## config.mk

```make
export PLATFORM = sky130hd
export DESIGN_NAME = j1_uart_io
export DESIGN_NICKNAME = d
export VERILOG_FILES = /design/src/rtl/j1_io_pkg.sv /design/src/rtl/j1_uart_rx_fifo.sv /design/src/rtl/j1_uart_io.sv
export SDC_FILE = /design/constraint.sdc
export NUM_CORES = 1
export LEC_CHECK = 0
export ABC_AREA = 0
export CORE_MARGIN = 1
export CORE_UTILIZATION = 31
export DETAILED_ROUTE_END_ITERATION = 6
export DONT_BUFFER_PORTS = 1
export HOLD_SLACK_MARGIN = 0.05
export PLACE_DENSITY = 0.45
export SLEW_MARGIN = 20
export SYNTH_ARGS = -nofsm -noshare
export SYNTH_HDL_FRONTEND = slang
export SYNTH_HIERARCHICAL = 1
export SYNTH_SLANG_ARGS = --single-unit
```

## constraint.sdc

```tcl
create_clock -name clk -period 3.5 [get_ports clk]
set_input_delay 0.175 -clock clk [delete_from_list [all_inputs] [get_ports clk]]
set_output_delay 0.175 -clock clk [all_outputs]
set_load 0.05 [all_outputs]
```

## src/rtl/j1_io_pkg.sv

```systemverilog
// j1_io_pkg: register map, STATUS/CTRL bit positions and UART FSM states
// shared by the J1 UART IO responder and its RX FIFO.
package j1_io_pkg;

    localparam logic [15:0] DATA_OFS   = 16'd0;
    localparam logic [15:0] STATUS_OFS = 16'd2;
    localparam logic [15:0] CTRL_OFS   = 16'd4;

    localparam int ST_RX_AVAIL   = 0;
    localparam int ST_TX_BUSY    = 1;
    localparam int ST_RX_OVERRUN = 2;
    localparam int ST_RX_FULL    = 3;

    localparam int CTRL_IRQ_EN   = 0;
    localparam int CTRL_LOOPBACK = 1;

    typedef enum logic [1:0] {
        UART_IDLE,
        UART_START,
        UART_DATA,
        UART_STOP
    } uart_state_t;

endpackage

```

## src/rtl/j1_uart_rx_fifo.sv

```systemverilog
// j1_uart_rx_fifo: synchronous byte FIFO for received UART data.
// A push into a full FIFO is dropped unless a pop frees a slot that cycle.
module j1_uart_rx_fifo #(
    parameter int DEPTH = 8
) (
    input  logic       clk,
    input  logic       resetq,
    input  logic       push,
    input  logic       pop,
    input  logic [7:0] din,
    output logic [7:0] head,
    output logic       full,
    output logic       empty,
    output logic       drop
);

    localparam int AW = $clog2(DEPTH);
    localparam logic [AW:0] FULL_CNT = (AW + 1)'(DEPTH);

    logic [7:0]    mem [DEPTH];
    logic [AW-1:0] wr_ptr;
    logic [AW-1:0] rd_ptr;
    logic [AW:0]   count;
    logic          do_push;
    logic          do_pop;

    assign empty   = (count == '0);
    assign full    = (count == FULL_CNT);
    assign do_pop  = pop & ~empty;
    assign do_push = push & (~full | do_pop);
    assign drop    = push & full & ~do_pop;
    assign head    = mem[rd_ptr];

    always_ff @(posedge clk) begin
        if (do_push) begin
            mem[wr_ptr] <= din;
        end
    end

    always_ff @(posedge clk or negedge resetq) begin
        if (!resetq) begin
            wr_ptr <= '0;
            rd_ptr <= '0;
            count  <= '0;
        end else begin
            if (do_push) begin
                wr_ptr <= wr_ptr + AW'(1);
            end
            if (do_pop) begin
                rd_ptr <= rd_ptr + AW'(1);
            end
            unique case ({do_push, do_pop})
                2'b10:   count <= count + (AW + 1)'(1);
                2'b01:   count <= count - (AW + 1)'(1);
                default: count <= count;
            endcase
        end
    end

endmodule

```

## src/rtl/j1_uart_io.sv

```systemverilog
// j1_uart_io: J1 IO-bus UART responder (DATA/STATUS/CTRL, RX FIFO, IRQ).
// Define UART_LOOPBACK_EN to enable the CTRL loopback bit.
module j1_uart_io
    import j1_io_pkg::*;
#(
    parameter logic [15:0] BASE_ADDR    = 16'h1000,
    parameter int          CLKS_PER_BIT = 868,
    parameter int          RX_DEPTH     = 8
) (
    input  logic        clk,
    input  logic        resetq,
    input  logic        io_rd,
    input  logic        io_wr,
    input  logic [15:0] io_addr,
    input  logic [15:0] io_dout,
    output logic [15:0] io_din,
    output logic        interrupt_request,
    input  logic        uart_rxd,
    output logic        uart_txd
);

    localparam int CW = $clog2(CLKS_PER_BIT);
    localparam logic [CW-1:0] BIT_LAST  = CW'(CLKS_PER_BIT - 1);
    localparam logic [CW-1:0] HALF_LAST = CW'(CLKS_PER_BIT / 2 - 1);

    localparam logic [15:0] ADDR_DATA   = BASE_ADDR + DATA_OFS;
    localparam logic [15:0] ADDR_STATUS = BASE_ADDR + STATUS_OFS;
    localparam logic [15:0] ADDR_CTRL   = BASE_ADDR + CTRL_OFS;

    logic        sel_data;
    logic        sel_stat;
    logic        sel_ctrl;
    logic        rd_data;
    logic        rd_stat;
    logic        wr_data;
    logic        wr_ctrl;

    logic        irq_en;
    logic        overrun;
    logic [15:0] status_val;
    logic [15:0] ctrl_val;

    logic [1:0]  rx_sync;
    logic        rx_in;

    logic [7:0]  fifo_head;
    logic        fifo_full;
    logic        fifo_empty;
    logic        fifo_drop;

    uart_state_t tx_state;
    uart_state_t tx_state_n;
    logic [CW-1:0] tx_cnt;
    logic [CW-1:0] tx_cnt_n;
    logic [2:0]  tx_bit;
    logic [2:0]  tx_bit_n;
    logic [7:0]  tx_shift;
    logic [7:0]  tx_shift_n;
    logic        tx_line;
    logic        tx_line_n;
    logic        tx_busy;

    uart_state_t rx_state;
    uart_state_t rx_state_n;
    logic [CW-1:0] rx_cnt;
    logic [CW-1:0] rx_cnt_n;
    logic [2:0]  rx_bit;
    logic [2:0]  rx_bit_n;
    logic [7:0]  rx_shift;
    logic [7:0]  rx_shift_n;
    logic        rx_push;

    logic        unused_bits;
    assign unused_bits = ^io_dout[15:8];

    assign sel_data = (io_addr == ADDR_DATA);
    assign sel_stat = (io_addr == ADDR_STATUS);
    assign sel_ctrl = (io_addr == ADDR_CTRL);
    assign rd_data  = io_rd & sel_data;
    assign rd_stat  = io_rd & sel_stat;
    assign wr_data  = io_wr & sel_data;
    assign wr_ctrl  = io_wr & sel_ctrl;
    assign tx_busy  = (tx_state != UART_IDLE);

    always_ff @(posedge clk or negedge resetq) begin
        if (!resetq) begin
            irq_en <= 1'b0;
        end else if (wr_ctrl) begin
            irq_en <= io_dout[CTRL_IRQ_EN];
        end
    end

`ifdef UART_LOOPBACK_EN
    logic loopback;

    always_ff @(posedge clk or negedge resetq) begin
        if (!resetq) begin
            loopback <= 1'b0;
        end else if (wr_ctrl) begin
            loopback <= io_dout[CTRL_LOOPBACK];
        end
    end

    // Loopback feeds the TX line straight in, skipping the synchronizer.
    assign rx_in    = loopback ? tx_line : rx_sync[1];
    assign uart_txd = loopback | tx_line;
`else
    assign rx_in    = rx_sync[1];
    assign uart_txd = tx_line;
`endif

    always_comb begin
        status_val = '0;
        status_val[ST_RX_AVAIL]   = ~fifo_empty;
        status_val[ST_TX_BUSY]    = tx_busy;
        status_val[ST_RX_OVERRUN] = overrun;
        status_val[ST_RX_FULL]    = fifo_full;
        ctrl_val = '0;
        ctrl_val[CTRL_IRQ_EN] = irq_en;
`ifdef UART_LOOPBACK_EN
        ctrl_val[CTRL_LOOPBACK] = loopback;
`endif
    end

    always_comb begin
        io_din = '0;
        if (io_rd) begin
            unique case (1'b1)
                sel_data: io_din = fifo_empty ? 16'h0000 : {8'h00, fifo_head};
                sel_stat: io_din = status_val;
                sel_ctrl: io_din = ctrl_val;
                default:  io_din = '0;
            endcase
        end
    end

    // A drop in the same cycle as a STATUS read keeps the flag set.
    always_ff @(posedge clk or negedge resetq) begin
        if (!resetq) begin
            overrun           <= 1'b0;
            interrupt_request <= 1'b0;
        end else begin
            if (fifo_drop) begin
                overrun <= 1'b1;
            end else if (rd_stat) begin
                overrun <= 1'b0;
            end
            interrupt_request <= irq_en & ~fifo_empty;
        end
    end

    always_ff @(posedge clk or negedge resetq) begin
        if (!resetq) begin
            rx_sync <= 2'b11;
        end else begin
            rx_sync <= {rx_sync[0], uart_rxd};
        end
    end

    always_ff @(posedge clk or negedge resetq) begin
        if (!resetq) begin
            tx_state <= UART_IDLE;
            tx_cnt   <= '0;
            tx_bit   <= '0;
            tx_shift <= '0;
            tx_line  <= 1'b1;
        end else begin
            tx_state <= tx_state_n;
            tx_cnt   <= tx_cnt_n;
            tx_bit   <= tx_bit_n;
            tx_shift <= tx_shift_n;
            tx_line  <= tx_line_n;
        end
    end

    always_comb begin
        tx_state_n = tx_state;
        tx_cnt_n   = (tx_cnt == BIT_LAST) ? '0 : tx_cnt + CW'(1);
        tx_bit_n   = tx_bit;
        tx_shift_n = tx_shift;
        tx_line_n  = tx_line;
        unique case (tx_state)
            UART_IDLE: begin
                tx_cnt_n = '0;
                if (wr_data) begin
                    tx_state_n = UART_START;
                    tx_shift_n = io_dout[7:0];
                    tx_line_n  = 1'b0;
                end
            end
            UART_START: begin
                if (tx_cnt == BIT_LAST) begin
                    tx_state_n = UART_DATA;
                    tx_bit_n   = '0;
                    tx_line_n  = tx_shift[0];
                end
            end
            UART_DATA: begin
                if (tx_cnt == BIT_LAST) begin
                    if (tx_bit == 3'd7) begin
                        tx_state_n = UART_STOP;
                        tx_line_n  = 1'b1;
                    end else begin
                        tx_bit_n   = tx_bit + 3'd1;
                        tx_shift_n = {1'b0, tx_shift[7:1]};
                        tx_line_n  = tx_shift[1];
                    end
                end
            end
            UART_STOP: begin
                if (tx_cnt == BIT_LAST) begin
                    tx_state_n = UART_IDLE;
                end
            end
            default: tx_state_n = UART_IDLE;
        endcase
    end

    always_ff @(posedge clk or negedge resetq) begin
        if (!resetq) begin
            rx_state <= UART_IDLE;
            rx_cnt   <= '0;
            rx_bit   <= '0;
            rx_shift <= '0;
        end else begin
            rx_state <= rx_state_n;
            rx_cnt   <= rx_cnt_n;
            rx_bit   <= rx_bit_n;
            rx_shift <= rx_shift_n;
        end
    end

    // START waits half a bit, then every later sample lands mid-bit.
    always_comb begin
        rx_state_n = rx_state;
        rx_cnt_n   = rx_cnt + CW'(1);
        rx_bit_n   = rx_bit;
        rx_shift_n = rx_shift;
        rx_push    = 1'b0;
        unique case (rx_state)
            UART_IDLE: begin
                rx_cnt_n = '0;
                if (!rx_in) begin
                    rx_state_n = UART_START;
                end
            end
            UART_START: begin
                if (rx_cnt == HALF_LAST) begin
                    rx_cnt_n   = '0;
                    rx_bit_n   = '0;
                    rx_state_n = rx_in ? UART_IDLE : UART_DATA;
                end
            end
            UART_DATA: begin
                if (rx_cnt == BIT_LAST) begin
                    rx_cnt_n   = '0;
                    rx_shift_n = {rx_in, rx_shift[7:1]};
                    rx_bit_n   = rx_bit + 3'd1;
                    if (rx_bit == 3'd7) begin
                        rx_state_n = UART_STOP;
                    end
                end
            end
            UART_STOP: begin
                if (rx_cnt == BIT_LAST) begin
                    rx_cnt_n   = '0;
                    rx_push    = rx_in;
                    rx_state_n = UART_IDLE;
                end
            end
            default: rx_state_n = UART_IDLE;
        endcase
    end

    j1_uart_rx_fifo #(
        .DEPTH (RX_DEPTH)
    ) u_rx_fifo (
        .clk    (clk),
        .resetq (resetq),
        .push   (rx_push),
        .pop    (rd_data),
        .din    (rx_shift),
        .head   (fifo_head),
        .full   (fifo_full),
        .empty  (fifo_empty),
        .drop   (fifo_drop)
    );

endmodule

```

==> Yosys cells after proc, flatten, opt, wreduce, memory -nomap -nowiden <==
Memory sizes are Yosys's and may differ from the RTL's.
Index checks and enable logic that the tools add are counted.
{ "totals": {"reg_bits": 62, "mem_bits_rw": 64, "in_bits": 37, "memories": 1} }
{ "op_classes": {"add_sub_neg": 8, "n_eq_ne": 28, "muxes": 44, "bitwise": 13, "n_reduce_logical": 18} }
{ "memory_table": {"columns": ["name", "depth", "word_bits", "read_ports", "rd_ports_with_merged_regs", "write_ports", "line", "source"], "rows": [
  ["u_rx_fifo.mem", 8, 8, 1, 0, 1, "j1_uart_rx_fifo.sv:20", "logic [7:0] mem [DEPTH];"]
]} }
{ "op_table": {"columns": ["op", "count"], "rows": [
  ["$eq A16 B13 Y1 const B", 3],
  ["$mux W10", 4],
  ["$mux W8", 5],
  ["$pmux W10 S3", 1],
  ["$pmux W8 S3", 1],
  ["$mux W2", 11],
  ["$ne A2 B2 Y1 const B", 11],
  ["$add A10 B1 Y10 const B", 2],
  ["$eq A10 B10 Y1 const B", 2],
  ["$pmux W2 S4", 2],
  ["$pmux W8 S2", 1],
  ["$mux W3", 5],
  ["$add A3 B1 Y3 const B", 4],
  ["$pmux W3 S2", 2],
  ["$reduce_and A4 Y1", 3],
  ["$reduce_bool A2 Y1", 6],
  ["$eq A10 B9 Y1 const B", 1],
  ["$eq A2 B2 Y1 const B", 5],
  ["$mux W1", 10],
  ["$reduce_and A5 Y1", 2],
  ["$and A1 B1 Y1", 9],
  ["$pmux W4 S2", 1],
  ["$eq A2 B1 Y1 const B", 3],
  ["$eq A3 B3 Y1 const B", 2],
  ["other kinds (12)", 15]
]} }

==> Depth between registers and ports, before layout <==
{ "logic_depth": {"ltp_word": 7, "mapped_depth": 13, "depth_no_buf": 12} }

==> Modules after synthesis <==
Netlist, hierarchy kept.
{ "modules_own_cells": {"columns": ["module", "n_inst", "cells_per_inst", "area_each_um2", "seq_area_each_um2"], "rows": [
  ["j1_uart_rx_fifo", 1, 159, 3085.5, 2172.1],
  ["j1_uart_io", 1, 272, 2820.2, 1305.0]
]} }

==> Worst setup path before layout <==
Ideal clock, no wire load.
{ "synth_path": {"path_kind": "flip-flop to flip-flop", "startpoint": "reg rx_cnt[0]", "endpoint": "reg u_rx_fifo.count[3]", "setup_time_ns": 0.090, "arrival_time_ns": 2.792, "required_time_ns": 3.410, "slack_ns": 0.618, "path_stages_with_launch": 14, "path_buffers": 1, "period_less_slack_ns": 2.882, "cell_sequence": "dfrtp_1 > ha_1 > nand4_1 > nor3_2 > and3_1 > and3_1 > buf_2 > or2_2 > inv_1 > ha_1 > or2_2 > and2_1 > a221o_1 > o221ai_1"} }
{ "synth_via": {"elab_chain_cells": 6, "elab_cells_between_ends": 8, "cone_classes": "3 x eq/ne; 3 x mux; 1 x bitwise; 1 x reduce/logical"} }
{ "synth_rtl": {"columns": ["item", "line", "source"], "rows": [
  ["start: declaration", "j1_uart_io.sv:65", "logic [CW-1:0] rx_cnt;"],
  ["start signal: assignment", "j1_uart_io.sv:227", "rx_cnt <= rx_cnt_n;"],
  ["$eq A10 B10 Y1 *", "j1_uart_io.sv:265", "if (rx_cnt == BIT_LAST) begin"],
  ["$mux W1 *", "j1_uart_io.sv:265", null],
  ["$mux W1 *", "j1_uart_io.sv:240", "unique case (rx_state)"],
  ["net rx_push", "j1_uart_io.sv:71", "logic rx_push;"],
  ["$and A1 B1 Y1 *", "j1_uart_rx_fifo.sv:30", "assign do_push = push & (~full | do_pop);"],
  ["$eq A2 B1 Y1 / $eq A2 B2 Y1 (equally long branches)", "j1_uart_rx_fifo.sv:52", "unique case ({do_push, do_pop})"],
  ["$pmux W4 S2 / $reduce_bool A2 Y1 (equally long branches)", null, null],
  ["end signal: assignment", "j1_uart_rx_fifo.sv:53", "2'b10: count <= count + (AW + 1)'(1);"],
  ["end signal: assignment", "j1_uart_rx_fifo.sv:54", "2'b01: count <= count - (AW + 1)'(1);"],
  ["end signal: assignment", "j1_uart_rx_fifo.sv:55", "default: count <= count;"],
  ["end: declaration", "j1_uart_rx_fifo.sv:23", "logic [AW:0] count;"]
]} }
Mark *: on every way through the listed nets, which the timed path passes. The rest lies on a longest branch.
A chain may end at the register's enable or synchronous reset.

==> Final worst setup path <==
Same ends and word-level chain as after synthesis.

==> impl_metrics.yaml <==
outcome:
  status: "completed"
logic_synthesis:
  ys.flop_type: "edfxtp_1"
  synth_top_cell_by_area: "edfxtp_1"
  synth-async-reset-ratio: 0.492
  yosysMostFrequentCell: "edfxtp_1"
  yosys.cell_types.count: 63
  synth_area_mm2: 0.00591
  syn_area_per_cell_um2: 13.7
  synthTopCellsByArea: "edfxtp_1 33%, dfrtp_1 25%, mux4_2 6.1%"
  yosys_warnings: 6
  yosysSeqAreaShare: 0.589
  synth_top_cell_area_share: 0.325
  synth-edff-count: 64
  ys_seq_elements: 126
  synthCells: 431
  ys_top_cells_by_count: "64 x edfxtp_1, 59 x dfrtp_1, 43 x nor2_1"
finish:
  area_growth_syn_to_layout_pct: 18.1
  layout-drive-gt1-share: 0.245
  final_cell_count_no_fill: 720
  finalNetCount: 527
  final_util: 0.373
  multiInputGateArea_mm2: 0.00225
  n_fill_cell: 1777
  diodes: 0
  seqCellArea_mm2: 0.00348
timing:
  period_share: 0.839
  max_freq_mhz: 341
  worst_pin_slew_ps: 815
  period_needed_ps: 2930
  fin_ws_ps: 565
  setup_viol: 0
  relSlewSlack: 0.456
  clock_skew_ps: 9.64
  finalHoldViolations: 0
  slew_violations: 0
  rsz0062_at_grt: "false"
  tns_ps: 0
global_routing:
  grt_max_degree: 63
  grt_pass1_vias: 3574
  grt_overflow: 0
  grt_pass1_wl_mm: 19.5
  grt.total_usage: 0.134
  antenna_found_initial: 0
clock_tree:
  cts_buffer_depth: 2
  clock_sinks: 126
  clock_latency_ps: 420
  clk_pin_slew_ps: 60
  cts_tree: "done"
  cts_buffers: 17
  cts_htree_levels: 4
  cts_root_buf: "clkbuf_16"
critical_path:
  arrival_ps: 3260
  cp_top_family: "simple AND/OR/NAND/NOR gates"
  worst-setup-path-type: "register to register"
  r2r_slack_ps: 570
  reg2reg_to: "u_rx_fifo/count[3]"
  crit_chain: "ha_1, nand4_1, nor3_2, and3_1, and3_1, or2_2, inv_1, ha_1, or2_2, and2_1, a221o_1, o221ai_1"
  end_kind: "register"
  reg2reg_from: "rx_cnt[0]"
  crit_path_max_fanout: 4
  critPathMaxStageDelay_ps: 410
  critical_path_required_ps: 3830
  start_kind: "register"
  cp_slowest_cell: "dfrtp_1"
  r2r_cells: 12
  crit_buf_inv: 1
route:
  drt-initial-drc-count: 234
  avgViaCountPerCell: 4.88
  drc: 0
  dr.pass1.iters: 4
  finalWirelength_mm: 12.2
  routedWlPerCell_um: 16.9
  ant_nets: 0
  dr_total_vias: 3513
flow_run:
  cap_viol_max_count: 0
floorplanning:
  core_mm2: 0.0187
  dieWidth_um: 140
  die_area_mm2: 0.0196
  dieHeight_um: 140
  rows: 50
  io_pins: 55
  start_util: 0.316
power_and_ir_drop:
  total_power_mw: 3.24
  leakage_nw: 2.95
  ir_drop_v: 0.000244
  p_per_area_mw_per_mm2: 464
worst_hold_path:
  min_path_type: "input pin to register"
  holdPathStages: 3
  min-delay-start: "io_rd"
  worstHoldEndpoint: "u_rx_fifo/rd_ptr[0]"
place:
  io_buffers: 0
  gp_congestion: 0.700
  placed_cells: 674
  dp_slack_ps: 576
  hpwlAfterDp_mm: 8.13
[stage by stage]
step           cell area [µm²]  hold slack, ps
4_1_cts                   6970             134
2_1_floorplan             5930            -121
6_report                  6970             154
3_5_place_dp              6270            -118
3_3_place_gp              6270            -118
5_1_grt                   6970             173
[power by group]
part	internal [mW]	leakage (nW)	switching, mW
registers	1.55	1.55	0.00106
clock network	0.974	0.266	0.655
logic	0.0157	1.13	0.0403
[logic make-up (layout without fill, tap and decap cells)]
family,count (synthesis),count (layout),synth area share
multiplexers,49,49,0.123
flip-flops,126,126,0.589
XOR/XNOR,21,21,0.0311
other,1,8,0.000635
buffers and inverters,39,87,0.0356
AO/OA/AOI/OAI,56,56,0.0720
AND/OR/NAND/NOR,122,122,0.111
adder cells (fa/ha/maj),17,17,0.0373
[routing by layer]
metal | vias up | track usage | wire length (µm)
met5 | - | 0 | 0
met1 | 1780 | 0.168 | 5520
li1 | 1653 | - | -
met3 | 12 | 0.0444 | 484
met2 | 68 | 0.216 | 5980
met4 | 0 | 0.0521 | 165
[flip-flops by register name, indices dropped and copies added (netlist names), named ones only]
| register | flops |
|---|---|
| interrupt_request | 1 |
| rx_state | 1 |
| u_rx_fifo/rd_ptr | 3 |
| u_rx_fifo/wr_ptr | 3 |
| tx_bit | 3 |
| overrun | 1 |
| tx_shift | 8 |
| rx_shift | 8 |
| tx_state | 2 |
| uart_txd | 1 |
| rx_sync | 2 |
| tx_cnt | 10 |
| irq_en | 1 |
| rx_bit | 3 |
| rx_cnt | 10 |
| u_rx_fifo/mem | 64 |
| u_rx_fifo/count | 4 |
[worst max-delay path by stage]
stage              start                  to  slack, ps  depth (start not counted)
2_1_floorplan  rx_cnt[0]  u_rx_fifo/count[3]        620                         13
3_3_place_gp   rx_cnt[0]  u_rx_fifo/count[3]        600                         12
3_5_place_dp   rx_cnt[0]  u_rx_fifo/count[3]        580                         12
4_1_cts        rx_cnt[0]  u_rx_fifo/count[3]        550                         12
5_1_grt        rx_cnt[0]  u_rx_fifo/count[3]        330                         12
6_report       rx_cnt[0]  u_rx_fifo/count[3]        570                         12
[worst reg2reg max path: stages, from the launching register on]
cell	delay, ps
dfrtp_1	410
ha_1	260
nand4_1	120
nor3_2	60
and3_1	200
and3_1	210
or2_2	340
inv_1	100
ha_1	250
or2_2	290
and2_1	190
a221o_1	350
o221ai_1	70
[layout make-up]
cell class / count / area share
Tap cell: 234 / 0.0420
Clock inverter: 14 / 0.0167
Inverter: 15 / 0.00807
Sequential cell: 126 / 0.499
Timing Repair Buffer: 40 / 0.0506
Clock buffer: 18 / 0.0615
Multi-Input combinational cell: 273 / 0.323
[layout by cell type, fill, tap and decap left out, drive strengths merged, types with 11 or more instances in the layout]
cell,count
xnor2,11
mux2,24
nor2,43
clkbuf,18
mux4,16
dfrtp,59
a21oi,20
nand3,11
nand2,16
ha,16
dlygate4sd3,13
o21ai,11
buf,27
edfxtp,64
inv,19
[what timing repair did]
item | 4_1_cts | 5_1_grt
setup buffers | 0 | 0
setup endpoints to repair | 0 | 0
hold buffers | 14 | 0
resized for setup | 0 | 0
hold endpoints to repair | 73 | 0
Power figures use the tool's default switching activity.
